File: config.mk
export PLATFORM = sky130hd
export DESIGN_NAME = jtdsp16_sout_flat
export DESIGN_NICKNAME = d
export VERILOG_FILES = /design/src/rtl/jtdsp16_sout_if.sv /design/src/rtl/jtdsp16_sout.sv /design/src/flat_wrapper.sv
export SDC_FILE = /design/constraint.sdc
export NUM_CORES = 1
export LEC_CHECK = 0
export ABC_AREA = 1
export ABC_CLOCK_PERIOD_IN_PS = 3500
export CORE_MARGIN = 2
export CORE_UTILIZATION = 33
export CTS_BUF_LIST = sky130_fd_sc_hd__clkbuf_4
export DETAILED_ROUTE_END_ITERATION = 10
export SYNTH_ARGS = -nofsm -noshare
export SYNTH_HDL_FRONTEND = slang
export SYNTH_SLANG_ARGS = --single-unit
File: constraint.sdc
create_clock -name clk -period 3.5 [get_ports clk]
set_input_delay 0.7 -clock clk [delete_from_list [all_inputs] [get_ports clk]]
set_output_delay 0.7 -clock clk [all_outputs]
set_load 0.01 [all_outputs]
File: src/rtl/jtdsp16_sout_if.sv
// jtdsp16_sout_if: word FIFO write bus of the jtdsp16_sout serializer.
//   wr    - write strobe, one word per clk cycle while high
//   din   - write data (DW bits)
//   full  - FIFO holds DEPTH words
//   empty - FIFO holds no words
// master: word producer. slave: the serializer.
interface jtdsp16_sout_if #(
    parameter int DW = 16
);
    logic          wr;
    logic [DW-1:0] din;
    logic          full;
    logic          empty;

    modport master (output wr, din, input full, empty);
    modport slave  (input wr, din, output full, empty);
endinterface

File: src/rtl/jtdsp16_sout.sv
// jtdsp16_sout: framed serial word output with a shared word FIFO.
// Words written on the bus are shifted out on sdo, CKDIV cen ticks per bit,
// CH channels per frame, with no gaps between words or frames.
//   clk, rst_n - clock, asynchronous active-low reset
//   cen        - clock enable for everything except FIFO writes
//   en         - run request; dropping it finishes the current frame
//   lsb_first  - bit order, sampled at each word load
//   uflow_clr  - clears the sticky uflow/oflow flags
//   bus        - FIFO write side (wr, din, full, empty)
//   ock, sdo   - serial bit clock and data
//   old        - word-load strobe, one cen tick long
//   chan       - channel index of the word being shifted
//   uflow      - sticky: a word slot started with the FIFO empty
//   oflow      - sticky: a write was dropped because the FIFO was full
module jtdsp16_sout #(
    parameter int DW    = 16,
    parameter int CH    = 2,
    parameter int DEPTH = 4,
    parameter int CKDIV = 4
) (
    input  logic                 clk,
    input  logic                 rst_n,
    input  logic                 cen,
    input  logic                 en,
    input  logic                 lsb_first,
    input  logic                 uflow_clr,
    jtdsp16_sout_if.slave        bus,
    output logic                 ock,
    output logic                 sdo,
    output logic                 old,
    output logic [2:0]           chan,
    output logic                 uflow,
    output logic                 oflow
);
    localparam int AW = $clog2(DEPTH);
    localparam int TW = $clog2(CKDIV);
    localparam int BW = $clog2(DW);

    typedef enum logic [1:0] {IDLE, RUN, STOP} state_t;

    state_t        state;
    logic [DW-1:0] mem [DEPTH];
    logic [AW-1:0] wptr, rptr;
    logic [AW:0]   cnt;
    logic [TW-1:0] tcnt, tnext;
    logic [BW-1:0] bcnt;
    logic [DW-1:0] sreg, shifted, word_in;
    logic          lsb;
    logic          fifo_full, fifo_empty;
    logic          tick_end, word_end, frame_end;
    logic          load, pop, push;

    always_comb begin
        fifo_full  = cnt == (AW+1)'(DEPTH);
        fifo_empty = cnt == '0;
        tick_end   = tcnt == TW'(CKDIV-1);
        word_end   = tick_end && (bcnt == BW'(DW-1));
        frame_end  = chan == 3'(CH-1);
        // A word slot starts on the IDLE->RUN tick and on every word boundary,
        // except the last boundary of a frame when en is low.
        load = 1'b0;
        if (cen) begin
            if (state == IDLE) load = en;
            else               load = word_end && !(frame_end && !en);
        end
        pop     = load && !fifo_empty;
        // A full FIFO still takes a write when a pop frees a slot this cycle.
        push    = bus.wr && (!fifo_full || pop);
        word_in = fifo_empty ? '0 : mem[rptr];
        shifted = lsb ? (sreg >> 1) : (sreg << 1);
        tnext   = tick_end ? '0 : tcnt + 1'b1;
    end

    assign bus.full  = fifo_full;
    assign bus.empty = fifo_empty;

    always_ff @(posedge clk) begin
        if (push) mem[wptr] <= bus.din;
    end

    always_ff @(posedge clk or negedge rst_n) begin
        if (!rst_n) begin
            wptr  <= '0;
            rptr  <= '0;
            cnt   <= '0;
            uflow <= 1'b0;
            oflow <= 1'b0;
        end else begin
            if (push) wptr <= wptr + 1'b1;
            if (pop)  rptr <= rptr + 1'b1;
            if (push && !pop)      cnt <= cnt + 1'b1;
            else if (pop && !push) cnt <= cnt - 1'b1;
            // Set events take priority over the clear.
            if (load && fifo_empty)             uflow <= 1'b1;
            else if (uflow_clr)                 uflow <= 1'b0;
            if (bus.wr && fifo_full && !pop)    oflow <= 1'b1;
            else if (uflow_clr)                 oflow <= 1'b0;
        end
    end

    always_ff @(posedge clk or negedge rst_n) begin
        if (!rst_n) begin
            state <= IDLE;
            tcnt  <= '0;
            bcnt  <= '0;
            sreg  <= '0;
            lsb   <= 1'b0;
            ock   <= 1'b0;
            sdo   <= 1'b0;
            old   <= 1'b0;
            chan  <= '0;
        end else if (cen) begin
            old <= load;
            case (state)
                IDLE: begin
                    if (en) begin
                        state <= RUN;
                        tcnt  <= '0;
                        bcnt  <= '0;
                        chan  <= '0;
                        lsb   <= lsb_first;
                        sreg  <= word_in;
                        sdo   <= lsb_first ? word_in[0] : word_in[DW-1];
                        ock   <= 1'b1;
                    end
                end
                default: begin
                    // STOP only differs from RUN by ending at the frame boundary.
                    state <= en ? RUN : STOP;
                    if (word_end && frame_end && !en) begin
                        state <= IDLE;
                        tcnt  <= '0;
                        bcnt  <= '0;
                        chan  <= '0;
                        sreg  <= '0;
                        ock   <= 1'b0;
                        sdo   <= 1'b0;
                    end else begin
                        tcnt <= tnext;
                        ock  <= tnext < TW'(CKDIV/2);
                        if (word_end) begin
                            bcnt <= '0;
                            chan <= frame_end ? 3'd0 : chan + 3'd1;
                            lsb  <= lsb_first;
                            sreg <= word_in;
                            sdo  <= lsb_first ? word_in[0] : word_in[DW-1];
                        end else if (tick_end) begin
                            bcnt <= bcnt + 1'b1;
                            sreg <= shifted;
                            sdo  <= lsb ? shifted[0] : shifted[DW-1];
                        end
                    end
                end
            endcase
        end
    end
endmodule

File: src/flat_wrapper.sv
// flat-port wrapper written by rule: the top's interface ports become plain ports
module jtdsp16_sout_flat 
#(
    parameter int DW    = 16,
    parameter int CH    = 2,
    parameter int DEPTH = 4,
    parameter int CKDIV = 4
)
  (clk, rst_n, cen, en, lsb_first, uflow_clr, ock, sdo, old, chan, uflow, oflow, bus_wr, bus_din, bus_full, bus_empty);
  jtdsp16_sout_if #(.DW(DW)) bus_i ();
  input  logic clk;
  input  logic rst_n;
  input  logic cen;
  input  logic en;
  input  logic lsb_first;
  input  logic uflow_clr;
  output logic ock;
  output logic sdo;
  output logic old;
  output logic [2:0] chan;
  output logic uflow;
  output logic oflow;
  input wire logic [$bits(bus_i.wr)-1:0] bus_wr;
  input wire logic [$bits(bus_i.din)-1:0] bus_din;
  output wire logic [$bits(bus_i.full)-1:0] bus_full;
  output wire logic [$bits(bus_i.empty)-1:0] bus_empty;
  assign bus_i.wr = bus_wr;
  assign bus_i.din = bus_din;
  assign bus_full = bus_i.full;
  assign bus_empty = bus_i.empty;
  jtdsp16_sout #(.DW(DW), .CH(CH), .DEPTH(DEPTH), .CKDIV(CKDIV)) u_core (.clk(clk), .rst_n(rst_n), .cen(cen), .en(en), .lsb_first(lsb_first), .uflow_clr(uflow_clr), .bus(bus_i), .ock(ock), .sdo(sdo), .old(old), .chan(chan), .uflow(uflow), .oflow(oflow));
endmodule
After elaboration in Yosys (flattened, before gate mapping)

Memories as Yosys holds them, arrays and structs flattened.
Cells that the tools add are included.

Equality and inequality tests: 6
$add $sub $neg: 7
Order comparisons: 1
Reductions and logical operators: 31
Muxes and demuxes: 48

Operators with widths:

| kind                                                 | count |
|---|---|
| 2-to-1 mux 16 bit                                    | 7 |
| 2-to-1 mux 1 bit                                     | 21 |
| 2-to-1 mux 3 bit                                     | 7 |
| 2-to-1 mux 4 bit                                     | 5 |
| 2-to-1 mux 2 bit                                     | 8 |
| logical AND 1 bit                                    | 12 |
| nonzero test 2 bit                                   | 4 |
| adder 2 x 1 -> 2 bit (second input constant)         | 3 |
| adder 3 x 1 -> 3 bit (second input constant)         | 2 |
| logical NOT 1 bit                                    | 6 |
| AND reduction 3 bit                                  | 2 |
| adder 4 x 1 -> 4 bit (second input constant)         | 1 |
| equality test 4 bit (second input constant)          | 1 |
| AND reduction 4 bit                                  | 1 |
| nonzero test 4 bit                                   | 1 |
| equality test 3 x 1 -> 1 bit (second input constant) | 1 |
| equality test 3 bit (second input constant)          | 1 |
| logical NOT 3 bit                                    | 1 |
| nonzero test 3 bit                                   | 1 |
| subtractor 3 x 1 -> 3 bit (second input constant)    | 1 |
| equality test 2 bit (second input constant)          | 1 |
| logical NOT 2 bit                                    | 1 |
| < comparator 2 bit (second input constant)           | 1 |
| != test 2 x 1 -> 1 bit (second input constant)       | 1 |
| 3 further kinds                                      | 3 |

Memory bits (writable): 64
Register bits after elaboration: 40
Input bits: 23
Logic and storage cells: 108
Output and inout port bits: 10
Memories: 1

Memories:

| name       | depth | bits a word | rd ports | clocked after memory_dff | write ports | line               | text |
|---|---|---|---|---|---|---|---|
| u_core.mem | 4     | 16          | 1        | 0                        | 1           | jtdsp16_sout.sv:42 | `logic [DW-1:0] mem [DEPTH];` |

Depth between registers and ports, before layout

Gate-level depths: netlist of the first run.

Depth after elaboration: 13
Gate-level depth with buffers: 15
Gate-level depth less buffers: 15

Least setup slack after synthesis of the first run

No wires, ideal clock.

Path kind: input-to-reg
Start point: in en
End point: reg u_core.cnt[1]
Setup time: 0.125 ns
Arrival time: 2.266 ns
Buffers on the path: 0
Cell stages on the path: 10
Required time: 3.375 ns
Path slack: 1.109 ns
Cells stage by stage: o21ai_4 > nor2_4 > nand2_4 > nand2_4 > nand2_4 > inv_2 > ha_1 > inv_1 > fa_1 > mux2_2

Cells in the longest elaborated chain, start to end: 12
Elaborated cells between the ends (all ways): 15
Classes of those cells: mux: 3; reduce/logical: 12

RTL lines:

| element                      | line               | text |
|---|---|---|
| from (decl)                  | flat_wrapper.sv:14 | `input logic en;` |
| logical NOT 1 bit            | jtdsp16_sout.sv:64 | `else load = word_end && !(frame_end && !en);` |
| logical AND 1 bit            | jtdsp16_sout.sv:64 |  |
| logical NOT 1 bit            | jtdsp16_sout.sv:64 |  |
| logical AND 1 bit            | jtdsp16_sout.sv:64 |  |
| 2-to-1 mux 1 bit (*)         | jtdsp16_sout.sv:63 | `if (state == IDLE) load = en;` |
| 2-to-1 mux 1 bit (*)         | jtdsp16_sout.sv:62 | `if (cen) begin` |
| logical AND 1 bit (*)        | jtdsp16_sout.sv:66 | `pop = load && !fifo_empty;` |
| logical OR 1 bit (*)         | jtdsp16_sout.sv:68 | `push = bus.wr && (!fifo_full \|\| pop);` |
| logical AND 1 bit (*)        | jtdsp16_sout.sv:68 |  |
| via u_core.push              | jtdsp16_sout.sv:51 | `logic load, pop, push;` |
| logical NOT 1 bit            | jtdsp16_sout.sv:92 | `else if (pop && !push) cnt <= cnt - 1'b1;` |
| logical AND 1 bit            | jtdsp16_sout.sv:92 |  |
| nonzero test 2 bit (no line) | -                  |  |
| to (signal assigned)         | jtdsp16_sout.sv:91 | `if (push && !pop) cnt <= cnt + 1'b1;` |
| to (signal assigned)         | jtdsp16_sout.sv:92 |  |
| to (decl)                    | jtdsp16_sout.sv:44 | `logic [AW:0] cnt;` |

The timed path passes the listed nets; every way through them passes the cells marked *.
A chain may end at the register's enable or synchronous reset.

Worst setup path in the final report of the first run

Start point: reg u_core.tcnt[1]
End point: reg u_core.cnt[2]

Cells in the longest elaborated chain, start to end: 11
Elaborated cells between the ends (all ways): 14
Classes of those cells: eq/ne: 1; mux: 3; reduce/logical: 10

RTL lines:

| element                      | line                | text |
|---|---|---|
| from (decl)                  | jtdsp16_sout.sv:45  | `logic [TW-1:0] tcnt, tnext;` |
| from (signal assigned)       | jtdsp16_sout.sv:139 | `tcnt <= tnext;` |
| equality test 2 bit (*)      | jtdsp16_sout.sv:56  | `tick_end = tcnt == TW'(CKDIV-1);` |
| logical AND 1 bit (*)        | jtdsp16_sout.sv:57  | `word_end = tick_end && (bcnt == BW'(DW-1));` |
| logical AND 1 bit (*)        | jtdsp16_sout.sv:64  |  |
| 2-to-1 mux 1 bit (*)         | jtdsp16_sout.sv:63  |  |
| 2-to-1 mux 1 bit (*)         | jtdsp16_sout.sv:62  |  |
| logical AND 1 bit (*)        | jtdsp16_sout.sv:66  |  |
| logical OR 1 bit (*)         | jtdsp16_sout.sv:68  |  |
| logical AND 1 bit (*)        | jtdsp16_sout.sv:68  |  |
| via u_core.push              | jtdsp16_sout.sv:51  |  |
| logical NOT 1 bit            | jtdsp16_sout.sv:92  |  |
| logical AND 1 bit            | jtdsp16_sout.sv:92  |  |
| nonzero test 2 bit (no line) | -                   |  |

Marked as above.

==> reports/qor.yml, run 1 <==
outcome:
  status: "finished, final reports clean"
pwr:
  p_total_mw: 4.291
  peakVddDrop_mv: 0.3170
  power_density_mw_per_mm2: 719.3
  power_leakage_nw: 2.822
floorplan:
  start_util_pct: 33.58
  io_pins: 33
  placementRows: 46
  die_h_um: 130.7
  core_area_mm2: 0.01577
  die_area_mm2: 0.01707
  die_w_um: 130.7
cts:
  clk_latency_ns: 0.48
  cts_resized: 0
  numCtsBuffers: 9
  cts_sinks: 104
  htreeDepth: 3
  cts_tree: "built"
  clockRootBuffer: "clkbuf_4"
  post_cts_buffers: 0
  cts_buffer_depth: 2
  clkTransAtPathRegs_ns: 0.18
  cts_hold_buf: 0
placed_design:
  portBuffers: 32
  dpl.hpwl_mm: 7.104
  finalWeightedCongestion: 0.7962
  placed_area_mm2: 0.005817
  dp.cells: 834
synth:
  synthArstFlopShare_pct: 38.46
  yosys.area.top_type_share_pct: 36.29
  synth_common_cells: "nand2_1, inv_1, nand3_1"
  synth_area_leaders: "edfxtp_1, dfrtp_1, nand2_1"
  synth.avg_cell_area_um2: 8.810
  synth_edf_count: 64
  synth_top_area_cell: "edfxtp_1"
  synthCells: 601
  synth.yosys.seq_area_share_pct: 55.20
  yosysWarnings: 0
  synth_nets: 632
  synth_most_common_cell: "nand2_1"
  synth.distinct_cells: 37
  synth_seq_cells: 104
  synth_flop_cell: "edfxtp_1"
  synth_area_mm2: 0.005295
routing:
  drt-met1-wl_mm: 5.113
  dr_total_vias: 3889
  wl_per_cell_um: 12.97
  ant_nets: 0
  drt_iter0_drc: 245
  drtPass1Iterations: 4
  post-route-drc-count: 0
  dr.max_layer_used: "met4"
  via_per_inst: 4.575
  routed_wirelength_mm: 11.03
  wl_met2_mm: 5.280
  wl_met3_um: 527
grt:
  grt_max_degree: 41
  antenna_found_initial: 0
  overflow: 0
  grt_pass1_vias: 3788
  track_usage_pct: 13.83
  grt_pass1_wl_mm: 18.24
worst_setup_path:
  reg2reg_depth: 15
  timing.rr.start: "u_core.tcnt[1]"
  cp_max_fo: 17
  crit_arrival_ns: 3.17
  crit_type: "reg -> reg"
  startpoint_type: "flip-flop"
  r2r_slack_ns: 0.69
  endpoint_kind: "flip-flop"
  crit_required_ns: 3.86
  r2r_end: "u_core.cnt[2]"
timing:
  final.setup.tns_ns: 0
  finalSetupViolations: 0
  fin_skew_ns: 0.02685
  hold-worst-slack_ns: 0.3524
  hold_viol: 0
  worst_pin_slew_ns: 0.9640
  min_period_ns: 2.814
  clock.fmax_ghz: 0.3554
  slew_headroom_pct: 35.73
  rsz0062_at_grt: "no"
  finalCritPeriodShare_pct: 80.39
  final_max_slew_viol_count: 0
final_layout:
  final_area_mm2: 0.005966
  layout.nets: 660
  n_fill_cell: 1593
  syn_to_final_growth_pct: 12.67
  finalNonFillerCells: 850
  drive_above_1_share_pct: 8.517
  antenna_cells: 0
worst_hold_path:
  hold_class: "in -> async"
job:
  maxCapViolCount: 0
-- stage by stage --
step                setup WS, ns  utilization [%]
floorplan                  1.109                -
global placement          0.4665            36.89
detailed placement        0.4203            36.89
CTS                       0.6881            37.83
global route              0.4912            37.83
finish                    0.6863            37.83
-- worst max-delay path by stage --
stage	startpoint	to	slack, ns
floorplan	en	u_core.cnt[1]	1.11
global placement	en	u_core.cnt[1]	0.47
detailed placement	en	u_core.cnt[1]	0.42
CTS	u_core.cnt[0]	bus_full	0.69
global route	u_core.tcnt[1]	u_core.cnt[2]	0.49
finish	u_core.tcnt[1]	u_core.cnt[2]	0.69
-- flip-flops by register name, summed over array words and instances (netlist names) --
| signal | count |
|---|---|
| u_core.bcnt | 4 |
| u_core.chan | 3 |
| u_core.cnt | 3 |
| u_core.lsb | 1 |
| u_core.mem | 64 |
| u_core.ock | 1 |
| u_core.oflow | 1 |
| u_core.old | 1 |
| u_core.rptr | 2 |
| u_core.sdo | 1 |
| u_core.sreg | 16 |
| u_core.state | 2 |
| u_core.tcnt | 2 |
| u_core.uflow | 1 |
| u_core.wptr | 2 |
-- logic make-up (layout without fill, tap and decap cells) --
group,count (synthesis),after routing,share of synthesized area (%)
buffers and inverters,141,174,10.80
flip-flops,104,104,55.20
multiplexers,1,1,0.2127
AO/OA/AOI/OAI,56,56,6.971
AND/OR/NAND/NOR,287,287,24.13
XOR/XNOR,4,4,0.6617
adder cells (fa/ha/maj),8,8,2.032
-- critical path: stages, from the launching register on --
cell     delay [ns]
dfrtp_1        0.41
ha_1           0.24
nand2_2        0.11
nor2_8         0.28
nor2_4         0.09
nor2_4         0.18
nand2_4        0.10
nand2_4        0.09
nand2_4        0.09
inv_2          0.06
ha_1           0.13
inv_1          0.06
fa_1           0.38
a21oi_1        0.16
o21ai_0        0.13
xor2_1         0.16
-- placed cells by master, fill, tap and decap left out, types with 2 or more instances in the layout --
master / netlist / layout
nor2_2: 5 / 5
clkbuf_4: 0 / 9
dfrtp_1: 40 / 40
inv_2: 7 / 7
edfxtp_1: 64 / 64
inv_4: 2 / 2
nand3_2: 2 / 2
a21oi_1: 10 / 10
nand3_1: 69 / 69
buf_4: 3 / 8
nor2_4: 3 / 3
nand2_4: 4 / 4
nor2_1: 5 / 5
ha_1: 7 / 7
nand2_1: 189 / 189
clkdlybuf4s50_1: 0 / 31
xor2_1: 3 / 3
o211ai_1: 13 / 13
inv_1: 109 / 109
nand2_2: 4 / 4
a21boi_1: 13 / 13
inv_6: 0 / 2
o22ai_1: 2 / 2
nor3_1: 2 / 2
inv_8: 0 / 2
o21ai_0: 13 / 13
-- metal layers --
layer	vias to the layer above	global-route usage, %
met4	0	4.130
met2	70	22.76
met5	-	0
met3	10	4.072
li1	1956	-
met1	1853	17.76
-- report_power, final --
part	internal [mW]	total [mW]	switching, mW
combinational	0.650	1.78	1.13
sequential	1.66	1.87	0.209
clock	0.231	0.651	0.421
-- final cells by class --
type	instances	area (um^2)	area share, %
flip-flops and latches	104	2923	48.99
multi-input cells	356	1800	30.18
inverters	118	447.9	7.508
repair buffers	40	375.4	6.292
well taps	216	270.3	4.530
clock inverters	7	81.33	1.363
clock buffers	9	67.56	1.133
(Power assumes the default switching activity.)
==> run 2: changes to the inputs <==
--- a/config.mk
+++ b/config.mk
@@ -6,7 +6,7 @@
 export NUM_CORES = 1
 export LEC_CHECK = 0
 export ABC_AREA = 1
-export ABC_CLOCK_PERIOD_IN_PS = 3500
+export ABC_CLOCK_PERIOD_IN_PS = 2700
 export CORE_MARGIN = 2
 export CORE_UTILIZATION = 33
 export CTS_BUF_LIST = sky130_fd_sc_hd__clkbuf_4
==> constraint.sdc (replaced) <==
create_clock -name clk -period 2.7 [get_ports clk]
set_input_delay 0.54 -clock clk [delete_from_list [all_inputs] [get_ports clk]]
set_output_delay 0.54 -clock clk [all_outputs]
set_load 0.01 [all_outputs]
==> run 2 against run 1 <==
Wire length grew 0.51%. Sequential share of layout area shrank 1.1 points. First-iteration DRC count shrank 2.9%. Die area is the same. Clock power grew 18%. Highest routed layer unchanged. Cell area grew 2.2%. Critical path depth shrank 13. Worst hold slack lost 0.26 ns. Sequential power grew 28%.
==> reports/qor.yml, run 2 (synthesis results as in run 1) <==
grt:
  antenna_found_initial: 0  # unchanged
  track_usage_pct: 14.30  # +0.47 points
  overflow: 0  # unchanged
  grt_pass1_wl_mm: 18.93  # +3.7%
  grt_max_degree: 41  # unchanged
  grt_pass1_vias: 3836  # +1.3%
timing:
  slew_headroom_pct: 60.56  # +25 points
  finalCritPeriodShare_pct: 91.14
  rsz0062_at_grt: "no"
  clock.fmax_ghz: 0.4064
  worst_pin_slew_ns: 0.5907  # -0.3733 ns
  finalSetupViolations: 0  # unchanged
  fin_skew_ns: 0.02068  # -0.006163 ns
  hold_viol: 0  # unchanged
  final.setup.tns_ns: 0  # unchanged
  min_period_ns: 2.461
  final_max_slew_viol_count: 0  # unchanged
  hold-worst-slack_ns: 0.09239  # -0.2600 ns
worst_setup_path:
  path_buf_inv: 1  # -1
  crit_required_ns: 2.16  # -1.70 ns
  endpoint_kind: "output port"
  crit_type: "reg -> out"
  startpoint_type: "flip-flop"
  cp_max_fo: 4  # -13
  cpPeakStageDelay_ns: 0.61  # +0.20 ns
  cp_top_family: "buffers and inverters"
  crit_chain: "nor3_2 > clkdlybuf4s50_1"
  crit_arrival_ns: 1.92  # -1.25 ns
  crit_slowest_cell: "clkdlybuf4s50_1"
routing:
  wl_met3_um: 541  # +2.7%
  dr.max_layer_used: "met4"
  routed_wirelength_mm: 11.08  # +0.51%
  via_per_inst: 4.488  # -1.9%
  drt_iter0_drc: 238  # -2.9%
  wl_per_cell_um: 12.84  # -1.0%
  ant_nets: 0  # unchanged
  dr_total_vias: 3873  # -0.41%
  wl_met2_mm: 5.245  # -0.66%
  drt-met1-wl_mm: 5.185  # +1.4%
  post-route-drc-count: 0  # unchanged
  drtPass1Iterations: 4  # unchanged
pwr:
  power_density_mw_per_mm2: 915.7  # +27%
  p_total_mw: 5.583  # +30%
  power_leakage_nw: 2.887  # +2.3%
  peakVddDrop_mv: 0.4926  # +55%
floorplan:
  die_w_um: 130.7  # unchanged
  start_util_pct: 33.58  # unchanged
  core_area_mm2: 0.01577  # unchanged
  die_area_mm2: 0.01707  # unchanged
  placementRows: 46  # unchanged
  die_h_um: 130.7  # unchanged
  io_pins: 33  # unchanged
final_layout:
  final_common_cell: "nand2_1"
  regMostFlops: "u_core.mem"
  syn_to_final_growth_pct: 15.15
  finalNonFillerCells: 863  # +1.5%
  final_cell_mix: "nand2_1, inv_1, nand3_1"
  largestRegisters: "u_core.mem: 64 flops, u_core.sreg: 16 flops, u_core.bcnt: 4 flops"
  layout.nets: 673  # +2.0%
  antenna_cells: 0  # unchanged
  drive_above_1_share_pct: 10.51  # +2.0 points
  n_fill_cell: 1632  # +2.4%
  largest_reg_flops: 64  # unchanged
  final_area_mm2: 0.006097  # +2.2%
placed_design:
  dpl.hpwl_mm: 7.280  # +2.5%
  finalWeightedCongestion: 0.7715  # -3.1%
  dp.cells: 847  # +1.6%
  placed_area_mm2: 0.005964  # +2.5%
  portBuffers: 32  # unchanged
cts:
  numCtsBuffers: 9  # unchanged
  htreeDepth: 3  # unchanged
  cts_sinks: 104  # unchanged
  clkTransAtPathRegs_ns: 0.18  # about the same
  clockRootBuffer: "clkbuf_4"
  cts_tree: "built"
  cts_buffer_depth: 2  # unchanged
  cts_resized: 1  # +1
  post_cts_buffers: 0  # unchanged
  clk_latency_ns: 0.49  # about the same
  cts_hold_buf: 0  # unchanged
outcome:
  status: "finished, final reports clean"
worst_hold_path:
  hold_class: "in -> async"
job:
  maxCapViolCount: 0  # unchanged
## run 2: path summary, 6_finish.rpt
check	to	cells after the start	start	slack, ns
worst max register to register	u_core.cnt[2]	13	u_core.bcnt[0]	0.30
max in group asynchronous	u_core.bcnt[3]	2	rst_n	2.22
min in group clk	u_core.old	2	u_core.old	0.51
worst max-delay path	bus_full	2	u_core.cnt[0]	0.24
worst min-delay path	u_core.sreg[1]	2	rst_n	0.09
worst min register to register	u_core.old	2	u_core.old	0.51
## run 2: area by class of cell
| type | count | area, um^2 | share of cell area [%] |
|---|---|---|---|
| clock buffers | 9 | 67.56 | 1.108 |
| clock inverters | 7 | 60.06 | 0.9850 |
| inverters | 118 | 447.9 | 7.347 |
| multi-input cells | 356 | 1805 | 29.61 |
| flip-flops and latches | 104 | 2923 | 47.94 |
| well taps | 216 | 270.3 | 4.433 |
| repair buffers | 53 | 523.0 | 8.578 |
## run 2: power breakdown
part	switching (mW)	internal, mW	total, mW	leakage (nW)
Sequential	0.248	2.15	2.39	1.06
Combinational	1.49	0.928	2.42	1.76
Clock	0.560	0.206	0.766	0.0680
## run 2: routing by layer
layer  vias up  GRT usage (%)
li1       1982              -
met1      1799          18.78
met2        84          23.50
met3         8          3.746
met4         0          4.068
met5         -              0
## run 2: stage by stage
stage	utilization (%)	worst slack, ns
floorplan	-	0.3274
global placement	37.82	0.04605
detailed placement	37.82	-0.01163
CTS	38.66	0.1724
global route	38.66	0.03801
finish	38.66	0.2392
## run 2: worst register-to-register path: stages (launching register included)
cell and delay [ns]:
dfrtp_1 0.44, ha_1 0.25, nand2_2 0.14, nor2_8 0.06, nor2_4 0.16, nor2_4 0.07, buf_4 0.14, nand3_2 0.06
ha_1 0.14, inv_1 0.06, fa_1 0.37, a21oi_1 0.14, o21ai_0 0.12, xor2_1 0.16
==> run 3: changes to the inputs <==
--- a/config.mk
+++ b/config.mk
@@ -14,3 +14,4 @@
 export SYNTH_ARGS = -nofsm -noshare
 export SYNTH_HDL_FRONTEND = slang
 export SYNTH_SLANG_ARGS = --single-unit
+export TNS_END_PERCENT = 50
==> results of run 3 <==
No change in the layout: final DEF, timing and power equal those of run 2.
